[config.mk]
export PLATFORM = sky130hd
export DESIGN_NAME = ppu_sched_flat
export DESIGN_NICKNAME = d
export VERILOG_FILES = /design/src/rtl/ppu_sched_if.sv /design/src/rtl/ppu_sched.sv /design/src/flat_wrapper.sv
export SDC_FILE = /design/constraint.sdc
export NUM_CORES = 1
export LEC_CHECK = 0
export ABC_CLOCK_PERIOD_IN_PS = 2180
export BUFFER_PORTS_ARGS = -buffer_cell sky130_fd_sc_hd__buf_2
export CORE_MARGIN = 8
export CORE_UTILIZATION = 45
export CTS_BUF_LIST = sky130_fd_sc_hd__clkbuf_8
export DETAILED_ROUTE_END_ITERATION = 8
export PLACE_DENSITY = 0.7
export SYNTH_ARGS = -nofsm -noshare
export SYNTH_HDL_FRONTEND = slang
export SYNTH_SLANG_ARGS = --single-unit
[constraint.sdc]
create_clock -name i_clk -period 2.18 [get_ports i_clk]
set_input_delay 0.218 -clock i_clk [delete_from_list [all_inputs] [get_ports i_clk]]
set_output_delay 0.218 -clock i_clk [all_outputs]
set_load 0.05 [all_outputs]
[src/rtl/ppu_sched_if.sv]
// ppu_sched_if: bundles the job-configuration, accumulator-buffer and ppu
// control signals of the post-processing-unit job sequencer.
//   slave  modport : used by ppu_sched (takes i_* inputs, drives o_* outputs)
//   master modport : used by the surrounding environment
// Signals:
//   i_cfg_valid/o_cfg_ready, i_cfg_mode, i_cfg_relu_en : job request handshake
//   i_tiles_avail                                      : tiles committed to buffer
//   o_buf_re, o_buf_addr                               : buffer read port
//   o_ppu_start, o_ppu_mode, o_ppu_relu_en             : ppu control
//   i_ppu_finish                                       : quantizer finish pulse
//   o_pass, o_tile_idx, o_busy, o_done                 : status
interface ppu_sched_if #(
    parameter int NUM_TILES = 4,
    parameter int ADDR_W    = $clog2(NUM_TILES * 16),
    parameter int CNT_W     = $clog2(NUM_TILES + 1)
);
    logic              i_cfg_valid;
    logic              o_cfg_ready;
    logic [1:0]        i_cfg_mode;
    logic              i_cfg_relu_en;
    logic [CNT_W-1:0]  i_tiles_avail;
    logic              o_buf_re;
    logic [ADDR_W-1:0] o_buf_addr;
    logic              o_ppu_start;
    logic [1:0]        o_ppu_mode;
    logic              o_ppu_relu_en;
    logic              i_ppu_finish;
    logic              o_pass;
    logic [CNT_W-1:0]  o_tile_idx;
    logic              o_busy;
    logic              o_done;

    modport slave (
        input  i_cfg_valid, i_cfg_mode, i_cfg_relu_en, i_tiles_avail, i_ppu_finish,
        output o_cfg_ready, o_buf_re, o_buf_addr, o_ppu_start, o_ppu_mode,
               o_ppu_relu_en, o_pass, o_tile_idx, o_busy, o_done
    );

    modport master (
        output i_cfg_valid, i_cfg_mode, i_cfg_relu_en, i_tiles_avail, i_ppu_finish,
        input  o_cfg_ready, o_buf_re, o_buf_addr, o_ppu_start, o_ppu_mode,
               o_ppu_relu_en, o_pass, o_tile_idx, o_busy, o_done
    );
endinterface

[src/rtl/ppu_sched.sv]
// ppu_sched: job-level sequencer for the post-processing unit.
// Accepts one job (mode, ReLU), streams 16-row accumulator tiles from the
// tile buffer into the ppu as they become available, runs a max pass then a
// calc pass for non-VSQ modes (calc pass only for VSQ), then waits for the
// quantizer finish pulse and raises a one-cycle done.
// Ports:
//   i_clk   : clock
//   i_rst_n : asynchronous active-low reset
//   bus     : ppu_sched_if.slave (config handshake, buffer read, ppu control, status)
//
// state    | meaning
// S_IDLE   | ready for a job
// S_WAIT   | waiting for the current tile to be committed
// S_ISSUE  | ppu start pulse, read row 0
// S_STREAM | read rows 1..15
// S_GAP    | ppu consumes row 15, advance tile/pass
// S_FIN    | waiting for quantizer finish
// S_DONE   | one-cycle done pulse
module ppu_sched #(
    parameter int         NUM_TILES     = 4,
    parameter int         ADDR_W        = $clog2(NUM_TILES * 16),
    parameter int         CNT_W         = $clog2(NUM_TILES + 1),
    parameter logic [1:0] MODE_INT4_VSQ = 2'd3
) (
    input logic       i_clk,
    input logic       i_rst_n,
    ppu_sched_if.slave bus
);
    localparam logic [2:0] S_IDLE   = 3'd0;
    localparam logic [2:0] S_WAIT   = 3'd1;
    localparam logic [2:0] S_ISSUE  = 3'd2;
    localparam logic [2:0] S_STREAM = 3'd3;
    localparam logic [2:0] S_GAP    = 3'd4;
    localparam logic [2:0] S_FIN    = 3'd5;
    localparam logic [2:0] S_DONE   = 3'd6;

    localparam logic [CNT_W-1:0] LAST_TILE = CNT_W'(NUM_TILES - 1);

    logic [2:0]       state;
    logic [CNT_W-1:0] tile;
    logic [3:0]       row;
    logic             pass;
    logic             resident;   // max pass complete: every tile is in the buffer
    logic             fin_seen;   // finish arrived early, during the last calc tile
    logic [1:0]       mode;
    logic             relu_en;

    logic             last_calc_tile;
    logic [ADDR_W-1:0] tile_base;

    assign last_calc_tile = pass && (tile == LAST_TILE);
    assign tile_base      = ADDR_W'(tile) << 4;

    always_ff @(posedge i_clk or negedge i_rst_n) begin
        if (!i_rst_n) begin
            state    <= S_IDLE;
            tile     <= '0;
            row      <= '0;
            pass     <= 1'b0;
            resident <= 1'b0;
            fin_seen <= 1'b0;
            mode     <= 2'd0;
            relu_en  <= 1'b0;
        end else begin
            case (state)
                S_IDLE: begin
                    if (bus.i_cfg_valid) begin
                        mode     <= bus.i_cfg_mode;
                        relu_en  <= bus.i_cfg_relu_en;
                        pass     <= (bus.i_cfg_mode == MODE_INT4_VSQ);
                        tile     <= '0;
                        row      <= '0;
                        resident <= 1'b0;
                        fin_seen <= 1'b0;
                        state    <= S_WAIT;
                    end
                end
                S_WAIT: begin
                    // tile never exceeds NUM_TILES-1, so an over-range
                    // availability count behaves as NUM_TILES here.
                    if (resident || (tile < bus.i_tiles_avail)) begin
                        state <= S_ISSUE;
                    end
                end
                S_ISSUE: begin
                    row   <= 4'd1;
                    state <= S_STREAM;
                    if (last_calc_tile && bus.i_ppu_finish) fin_seen <= 1'b1;
                end
                S_STREAM: begin
                    if (last_calc_tile && bus.i_ppu_finish) fin_seen <= 1'b1;
                    if (row == 4'd15) begin
                        state <= S_GAP;
                    end else begin
                        row <= row + 4'd1;
                    end
                end
                S_GAP: begin
                    row <= 4'd0;
                    if (last_calc_tile && bus.i_ppu_finish) fin_seen <= 1'b1;
                    if (tile == LAST_TILE) begin
                        if (!pass) begin
                            pass     <= 1'b1;
                            tile     <= '0;
                            resident <= 1'b1;
                            state    <= S_WAIT;
                        end else begin
                            state <= S_FIN;
                        end
                    end else begin
                        tile  <= tile + CNT_W'(1);
                        state <= S_WAIT;
                    end
                end
                S_FIN: begin
                    if (bus.i_ppu_finish || fin_seen) state <= S_DONE;
                end
                S_DONE: begin
                    fin_seen <= 1'b0;
                    state    <= S_IDLE;
                end
                default: state <= S_IDLE;
            endcase
        end
    end

    assign bus.o_cfg_ready   = (state == S_IDLE);
    assign bus.o_busy        = (state != S_IDLE);
    assign bus.o_buf_re      = (state == S_ISSUE) || (state == S_STREAM);
    assign bus.o_buf_addr    = tile_base | ADDR_W'(row);
    assign bus.o_ppu_start   = (state == S_ISSUE);
    assign bus.o_done        = (state == S_DONE);
    assign bus.o_ppu_mode    = mode;
    assign bus.o_ppu_relu_en = relu_en;
    assign bus.o_pass        = pass;
    assign bus.o_tile_idx    = tile;
endmodule
[src/flat_wrapper.sv]
// flat-port wrapper written by rule: the top's interface ports become plain ports
module ppu_sched_flat 
#(
    parameter int         NUM_TILES     = 4,
    parameter int         ADDR_W        = $clog2(NUM_TILES * 16),
    parameter int         CNT_W         = $clog2(NUM_TILES + 1),
    parameter logic [1:0] MODE_INT4_VSQ = 2'd3
)
  (i_clk, i_rst_n, bus_i_cfg_valid, bus_i_cfg_mode, bus_i_cfg_relu_en, bus_i_tiles_avail, bus_i_ppu_finish, bus_o_cfg_ready, bus_o_buf_re, bus_o_buf_addr, bus_o_ppu_start, bus_o_ppu_mode, bus_o_ppu_relu_en, bus_o_pass, bus_o_tile_idx, bus_o_busy, bus_o_done);
  ppu_sched_if #(.NUM_TILES(NUM_TILES), .ADDR_W(ADDR_W), .CNT_W(CNT_W)) bus_i ();
  input logic i_clk;
  input logic i_rst_n;
  input wire logic [$bits(bus_i.i_cfg_valid)-1:0] bus_i_cfg_valid;
  input wire logic [$bits(bus_i.i_cfg_mode)-1:0] bus_i_cfg_mode;
  input wire logic [$bits(bus_i.i_cfg_relu_en)-1:0] bus_i_cfg_relu_en;
  input wire logic [$bits(bus_i.i_tiles_avail)-1:0] bus_i_tiles_avail;
  input wire logic [$bits(bus_i.i_ppu_finish)-1:0] bus_i_ppu_finish;
  output wire logic [$bits(bus_i.o_cfg_ready)-1:0] bus_o_cfg_ready;
  output wire logic [$bits(bus_i.o_buf_re)-1:0] bus_o_buf_re;
  output wire logic [$bits(bus_i.o_buf_addr)-1:0] bus_o_buf_addr;
  output wire logic [$bits(bus_i.o_ppu_start)-1:0] bus_o_ppu_start;
  output wire logic [$bits(bus_i.o_ppu_mode)-1:0] bus_o_ppu_mode;
  output wire logic [$bits(bus_i.o_ppu_relu_en)-1:0] bus_o_ppu_relu_en;
  output wire logic [$bits(bus_i.o_pass)-1:0] bus_o_pass;
  output wire logic [$bits(bus_i.o_tile_idx)-1:0] bus_o_tile_idx;
  output wire logic [$bits(bus_i.o_busy)-1:0] bus_o_busy;
  output wire logic [$bits(bus_i.o_done)-1:0] bus_o_done;
  assign bus_i.i_cfg_valid = bus_i_cfg_valid;
  assign bus_i.i_cfg_mode = bus_i_cfg_mode;
  assign bus_i.i_cfg_relu_en = bus_i_cfg_relu_en;
  assign bus_i.i_tiles_avail = bus_i_tiles_avail;
  assign bus_i.i_ppu_finish = bus_i_ppu_finish;
  assign bus_o_cfg_ready = bus_i.o_cfg_ready;
  assign bus_o_buf_re = bus_i.o_buf_re;
  assign bus_o_buf_addr = bus_i.o_buf_addr;
  assign bus_o_ppu_start = bus_i.o_ppu_start;
  assign bus_o_ppu_mode = bus_i.o_ppu_mode;
  assign bus_o_ppu_relu_en = bus_i.o_ppu_relu_en;
  assign bus_o_pass = bus_i.o_pass;
  assign bus_o_tile_idx = bus_i.o_tile_idx;
  assign bus_o_busy = bus_i.o_busy;
  assign bus_o_done = bus_i.o_done;
  ppu_sched #(.NUM_TILES(NUM_TILES), .ADDR_W(ADDR_W), .CNT_W(CNT_W), .MODE_INT4_VSQ(MODE_INT4_VSQ)) u_core (.i_clk(i_clk), .i_rst_n(i_rst_n), .bus(bus_i));
endmodule
==> results of run 1 <==
cell families after synthesis:
family / count (synthesis) / share of synthesized area
AND/OR/NAND/NOR: 31 / 0.1902
AO/OA/AOI/OAI: 28 / 0.2079
flip-flops: 16 / 0.4378
buffers and inverters: 13 / 0.06292
adder cells (fa/ha/maj): 4 / 0.05472
multiplexers: 3 / 0.03693
XOR/XNOR: 1 / 0.009578
synthesized netlist by cell type, drive strengths merged (3+ instances only):
master / count / area, um2
o211ai: 3 / 22.52
nor2b: 3 / 18.77
buf: 3 / 20.01
mux2: 3 / 33.78
nand2: 7 / 26.28
nor2: 5 / 18.77
clkbuf: 3 / 11.26
a31oi: 3 / 18.77
a21oi: 3 / 15.01
inv: 7 / 26.28
o21ai: 6 / 30.03
ha: 4 / 50.05
dfrtp: 16 / 400.4
state kept, by name, indices dropped and copies added, names as in the netlist:
signal	cells
u_core.state	3
u_core.fin_seen	1
u_core.bus.o_pass	1
u_core.bus.o_ppu_mode	2
u_core.bus.o_tile_idx	3
u_core.bus.o_ppu_relu_en	1
u_core.row	4
u_core.resident	1
layout by cell type (no fill, tap or decap), drive strengths merged:
cell type	synthesis	routed
ha	4	4
nand4	2	2
a21boi	1	1
inv	7	7
xnor2	1	1
and2	1	1
nor3	2	2
a211o	1	1
nand2	7	7
dlygate4sd3	0	1
nand3	1	1
o31a	1	1
o22ai	1	1
a22o	1	1
o21ai	6	6
o31ai	2	2
nor2b	3	3
a21oi	3	3
nand3b	2	2
nand2b	2	2
or3	2	2
mux2	3	3
a31oi	3	3
clkbuf	3	4
nor4	1	1
o32ai	1	1
a21o	2	2
buf	3	27
a211oi	1	1
a2bb2oi	2	2
o211ai	3	3
nor4b	1	1
and3	1	1
or4b	1	1
dfrtp	16	16
nor2	5	5
metrics by stage:
step | power, mW | hold WS [ns] | instances | cell area, um2
5_1_grt | 2.014 | 0.2077 | 149 | 1117
3_3_place_gp | 1.599 | 0.1453 | 144 | 1052
6_report | 1.886 | 0.2068 | 149 | 1117
4_1_cts | 1.906 | 0.2024 | 149 | 1117
3_5_place_dp | 1.634 | 0.1462 | 144 | 1052
2_1_floorplan | 1.409 | -0.07759 | 96 | 914.6
worst reg2reg max path: cells and delay by family (launching register included):
family,cells,cell delay [ns]
flip-flops,1,0.60
AND/OR/NAND/NOR,4,1.02
routing by layer:
metal | vias up | GRT usage | wire length [um]
met4 | 0 | 0.06977 | 42
met3 | 5 | 0.04593 | 153
li1 | 399 | - | -
met1 | 374 | 0.1534 | 954
met5 | - | 0 | 0
met2 | 21 | 0.2015 | 1015
area by class of cell:
cell class	count	area, um2	area share
Timing Repair Buffer	28	145.1	0.1299
Tap cell	27	33.78	0.03024
Clock buffer	4	55.05	0.04927
Inverter	7	26.28	0.02352
Sequential cell	16	400.4	0.3583
Multi-Input combinational cell	67	456.7	0.4087
power by group through the flow:
stage / clock network [mW] / logic, mW / registers, mW
final: 0.267 / 1.04 / 0.582
after global routing: 0.288 / 1.11 / 0.612
after CTS: 0.273 / 1.05 / 0.583
after detailed placement: 0 / 1.05 / 0.586
after global placement: 0 / 1.02 / 0.578
after floorplan: 0 / 0.674 / 0.735
worst max-delay path by stage:
stage / from / endpoint / slack (ns) / cells after the start
after floorplan: u_core.state[0] / u_core.bus.o_ppu_mode[0] / 0.20 / 4
after global placement: u_core.state[1] / u_core.row[2] / 0.57 / 4
after detailed placement: u_core.state[1] / u_core.row[2] / 0.51 / 4
after CTS: u_core.state[0] / bus_o_cfg_ready / 0.50 / 2
after global routing: u_core.state[1] / u_core.row[2] / 0.35 / 4
final: u_core.state[1] / u_core.row[2] / 0.49 / 4
timing repair:
item | CTS | global route
hold buffers | 1 | 0
hold endpoints to repair | 16 | 0
endpoints found under the setup margin | 0 | 0
==> results.toml, run 1 <==
[status]
status = "finished, final reports clean"

[placed_design]
hpwl_um = 1657
numPortBuffers = 27
post-place-ws_ns = 0.5096
place_congestion = 0.7483

[cts]
cts_root_buf = "clkbuf_8"
cts_made_buffers = 3
cts.sinks = 16
cts_tree = "yes"
cts-htree-levels = 1
cts.repair.resized = 0
post-cts-setup-buffers = 0
clockBufferDepth = 2
insertion_delay_ns = 0.25
path_clk_slew_ns = 0.06

[die]
coreArea_mm2 = 0.001942
die-area_mm2 = 0.003731
io_pins = 28
num_rows = 16
start_util = 0.4710
die_y_um = 61.09
die_w_um = 61.09

[yosys]
avgSynthCellArea_um2 = 9.527
synthArstFlopShare = 1.000
ys_types = 38
synth_edf_count = 0
syn_nets = 110
netlist_instances = 96
synthesis.area_um2 = 914.6
ys_seq_area_frac = 0.4378
yosysWarnings = 0
ys_seq_elements = 16
ys.flop_type = "dfrtp_1"

[grt]
antenna_found_initial = 0
grt_max_degree = 19
track_usage = 0.1301
grt_pass1_wl_um = 3643
grt_pass1_vias = 854
overflow = 0

[critical_path]
r2r-start = "u_core.state[1]"
rrSetupSlack_ns = 0.49
slowest_delay_ns = 0.60
r2r.worst_path.cells = 4
startpoint_type = "flip-flop"
cp-end-kind = "flip-flop"
rr_endpoint = "u_core.row[2]"
crit_slowest_cell = "dfrtp_1"
critPathMaxFanout = 15
critPathArrivalTime_ns = 1.88
crit_path_cell_trace = "or3_1 > nand4_1 > or4b_1 > nand2_1"
worst_ep_required_time_ns = 2.38
critPathKind = "flip-flop to flip-flop"
path_buf_inv = 0
critPathTopFamily = "simple AND/OR/NAND/NOR gates"

[route]
drt_iter0_drc = 14
antenna_left = 0
drt-total-wl_um = 2166
routedWlPerCell_um = 14.54
viasPerCell = 5.362
drc = 0
dr_total_vias = 799
first_pass_iters = 4

[power_and_ir_drop]
power_frac_seq = 0.309
vdd_drop_max_uv = 1192
power_switching_mw = 1.008
leakage_nw = 0.5593
p_clk_frac = 0.142
powerDensity_mw_per_mm2 = 1688
comb_power_share = 0.550
netSwitchingFraction = 0.5342
p_int_uw = 878.8

[timing]
setup_viol = 0
tightest_slew_ns = 0.5441
fin_setup_tns_ns = 0
max_freq_mhz = 592.1
skew_ns = 0.002352
finalHoldViolations = 0
fin_crit_ns = 1.689
grt_setup_unrepaired = "false"
fin_crit_sh = 0.7747
drv_slew = 0
worst_slack_ns = 0.4911
relSlewSlack = 0.6372

[cells_and_area]
fin_nets = 137
nFillCells = 184
drive_gt1_frac = 0.3033
syn_to_final_growth_pct = 22.16
diodes = 0
post-route-util = 0.5754

[run]
max_cap_viol_count = 0

[hold_path]
hold_end = "u_core.bus.o_ppu_relu_en"
hold_class = "input pin to flip-flop"
whs_path_depth = 2
hp-start = "bus_i_cfg_relu_en"
(Power assumes the default switching activity.)
==> run 2, diff against run 1 <==
- ABC_CLOCK_PERIOD_IN_PS: 2180 -> 1700
- clock period: 2.18 -> 1.7 ns (I/O delays scaled with it)
==> run 2 against run 1 <==
Wire length rose by 3.9%. Critical path type unchanged. Utilization increased by 3.2 points. Sequential cell count did not move. Sequential share of layout area down 1.4 points. Worst setup slack got worse by 0.44 ns. Non-clock buffer count grew 6. Clock power grew 28%. Register-to-register slack got worse by 0.44 ns. Combinational power is 48% higher.
==> results.toml, run 2 (synthesized netlist as in run 1, its figures left out) <==
[timing]
max_freq_mhz = 605.9
skew_ns = 0.0008139
setup_viol = 0
drv_slew = 0
grt_setup_unrepaired = "true"
fin_crit_sh = 0.9708
fin_crit_ns = 1.650
relSlewSlack = 0.7205
fin_setup_tns_ns = 0
tightest_slew_ns = 0.4173
finalHoldViolations = 0

[grt]
antenna_found_initial = 0
overflow = 0
grt_pass1_vias = 872
grt_max_degree = 17
grt_pass1_wl_um = 3815
track_usage = 0.1349

[cells_and_area]
regMostFlops = "u_core.row"
multi_input_area_um2 = 467.9
nFillCells = 179
final_common_cell = "buf_2"
final_cell_mix = "buf_2 (27), dfrtp_1 (12), nand2_1 (7)"
regArea_um2 = 405.4
instances_no_fill = 155
diodes = 0
drive_gt1_frac = 0.3828
syn_to_final_growth_pct = 28.86
fin_area_mm2 = 0.001179
largest_reg_flops = 4
fin_nets = 143

[power_and_ir_drop]
power_switching_mw = 1.334
powerDensity_mw_per_mm2 = 2184
p_clk_frac = 0.133
netSwitchingFraction = 0.5181
leakage_nw = 0.5854
vdd_drop_max_uv = 1317
p_int_mw = 1.240
comb_power_share = 0.600
fin_total_pwr_mw = 2.574
power_frac_seq = 0.267

[route]
first_pass_iters = 4
drt_iter0_drc = 32
antenna_left = 0
drc = 0
routedWlPerCell_um = 14.52
dr_total_vias = 852
drt-total-wl_um = 2250
viasPerCell = 5.497

[critical_path]
r2r-start = "u_core.row[0]"
r2r.worst_path.cells = 5
worst_ep_required_time_ns = 1.89
critPathKind = "flip-flop to flip-flop"
rrSetupSlack_ns = 0.05
rr_endpoint = "u_core.row[2]"
startpoint_type = "flip-flop"
crit_start = "u_core.row[0]"
critPathMaxFanout = 7
critPathArrivalTime_ns = 1.84
cp-end-kind = "flip-flop"

[die]
num_rows = 16
coreArea_mm2 = 0.001942
io_pins = 28
die-area_mm2 = 0.003731
start_util = 0.4710
die_w_um = 61.09
die_y_um = 61.09

[placed_design]
placed_cells = 148
numPortBuffers = 27
hpwl_um = 1720
place_congestion = 0.7967
dpl_cell_area_mm2 = 0.001096

[cts]
cts_root_buf = "clkbuf_8"
cts_tree = "yes"
path_clk_slew_ns = 0.07
cts_made_buffers = 3
cts-htree-levels = 1
clockBufferDepth = 2
insertion_delay_ns = 0.25
cts.sinks = 16

[run]
max_cap_viol_count = 0

[hold_path]
hold_class = "input pin to flip-flop"
whs_path_depth = 2
hold_end = "u_core.bus.o_ppu_relu_en"
hp-start = "bus_i_cfg_relu_en"

[status]
status = "finished, final reports clean"
run 2: cell types whose count changed in the layout (fill, tap and decap cells not counted), sizes merged:
cell  change
buf       +6
run 2: final cells by class:
class,count,area share
inverters,7,0.02229
well taps,27,0.02866
flip-flops and latches,16,0.3439
repair buffers,34,0.1614
multi-input cells,67,0.3970
clock buffers,4,0.04671
run 2: worst max path at each step:
stage                                    end  depth (start not counted)
floorplan           u_core.bus.o_ppu_mode[0]                          4
global placement               u_core.row[2]                          5
detailed placement             u_core.row[2]                          5
CTS                            u_core.row[2]                          5
global route                   u_core.row[2]                          5
finish                         u_core.row[2]                          5
run 2: what timing repair did:
action | in CTS | in global routing
endpoints found under the hold margin | 16 | 0
setup endpoints to repair | 0 | 3
hold buffers | 1 | 0
setup buffers | 0 | 2
gates resized for setup | 0 | 1
run 2: power by group through the flow:
stage          logic, mW  registers (mW)  clock network (mW)
2_1_floorplan      0.882           0.958                   0
3_3_place_gp        1.47           0.686                   0
3_5_place_dp        1.50           0.695                   0
4_1_cts             1.50           0.686               0.353
5_1_grt             1.66           0.713               0.370
6_report            1.54           0.688               0.343
run 2: layer usage:
metal	track usage	vias to the layer above	routed length, um
li1	-	414	-
met1	0.1634	402	962
met2	0.2119	30	1077
met3	0.03132	6	158
met4	0.07973	0	51
met5	0	-	0
run 2: stage by stage:
stage,hold WS (ns),utilization,setup slack [ns]
2_1_floorplan,-0.1256,-,0.01758
3_3_place_gp,0.09789,0.5644,0.1398
3_5_place_dp,0.1035,0.5644,0.05065
4_1_cts,0.1440,0.5979,0.04491
5_1_grt,0.1479,0.6070,-0.06927
6_report,0.1470,0.6070,0.04962
run 2: critical path: stages (launching register included):
cell and delay [ns]:
dfrtp_2 0.43, ha_1 0.23, nand4_1 0.10, nand4_1 0.23, or4b_1 0.52, nand2_1 0.08
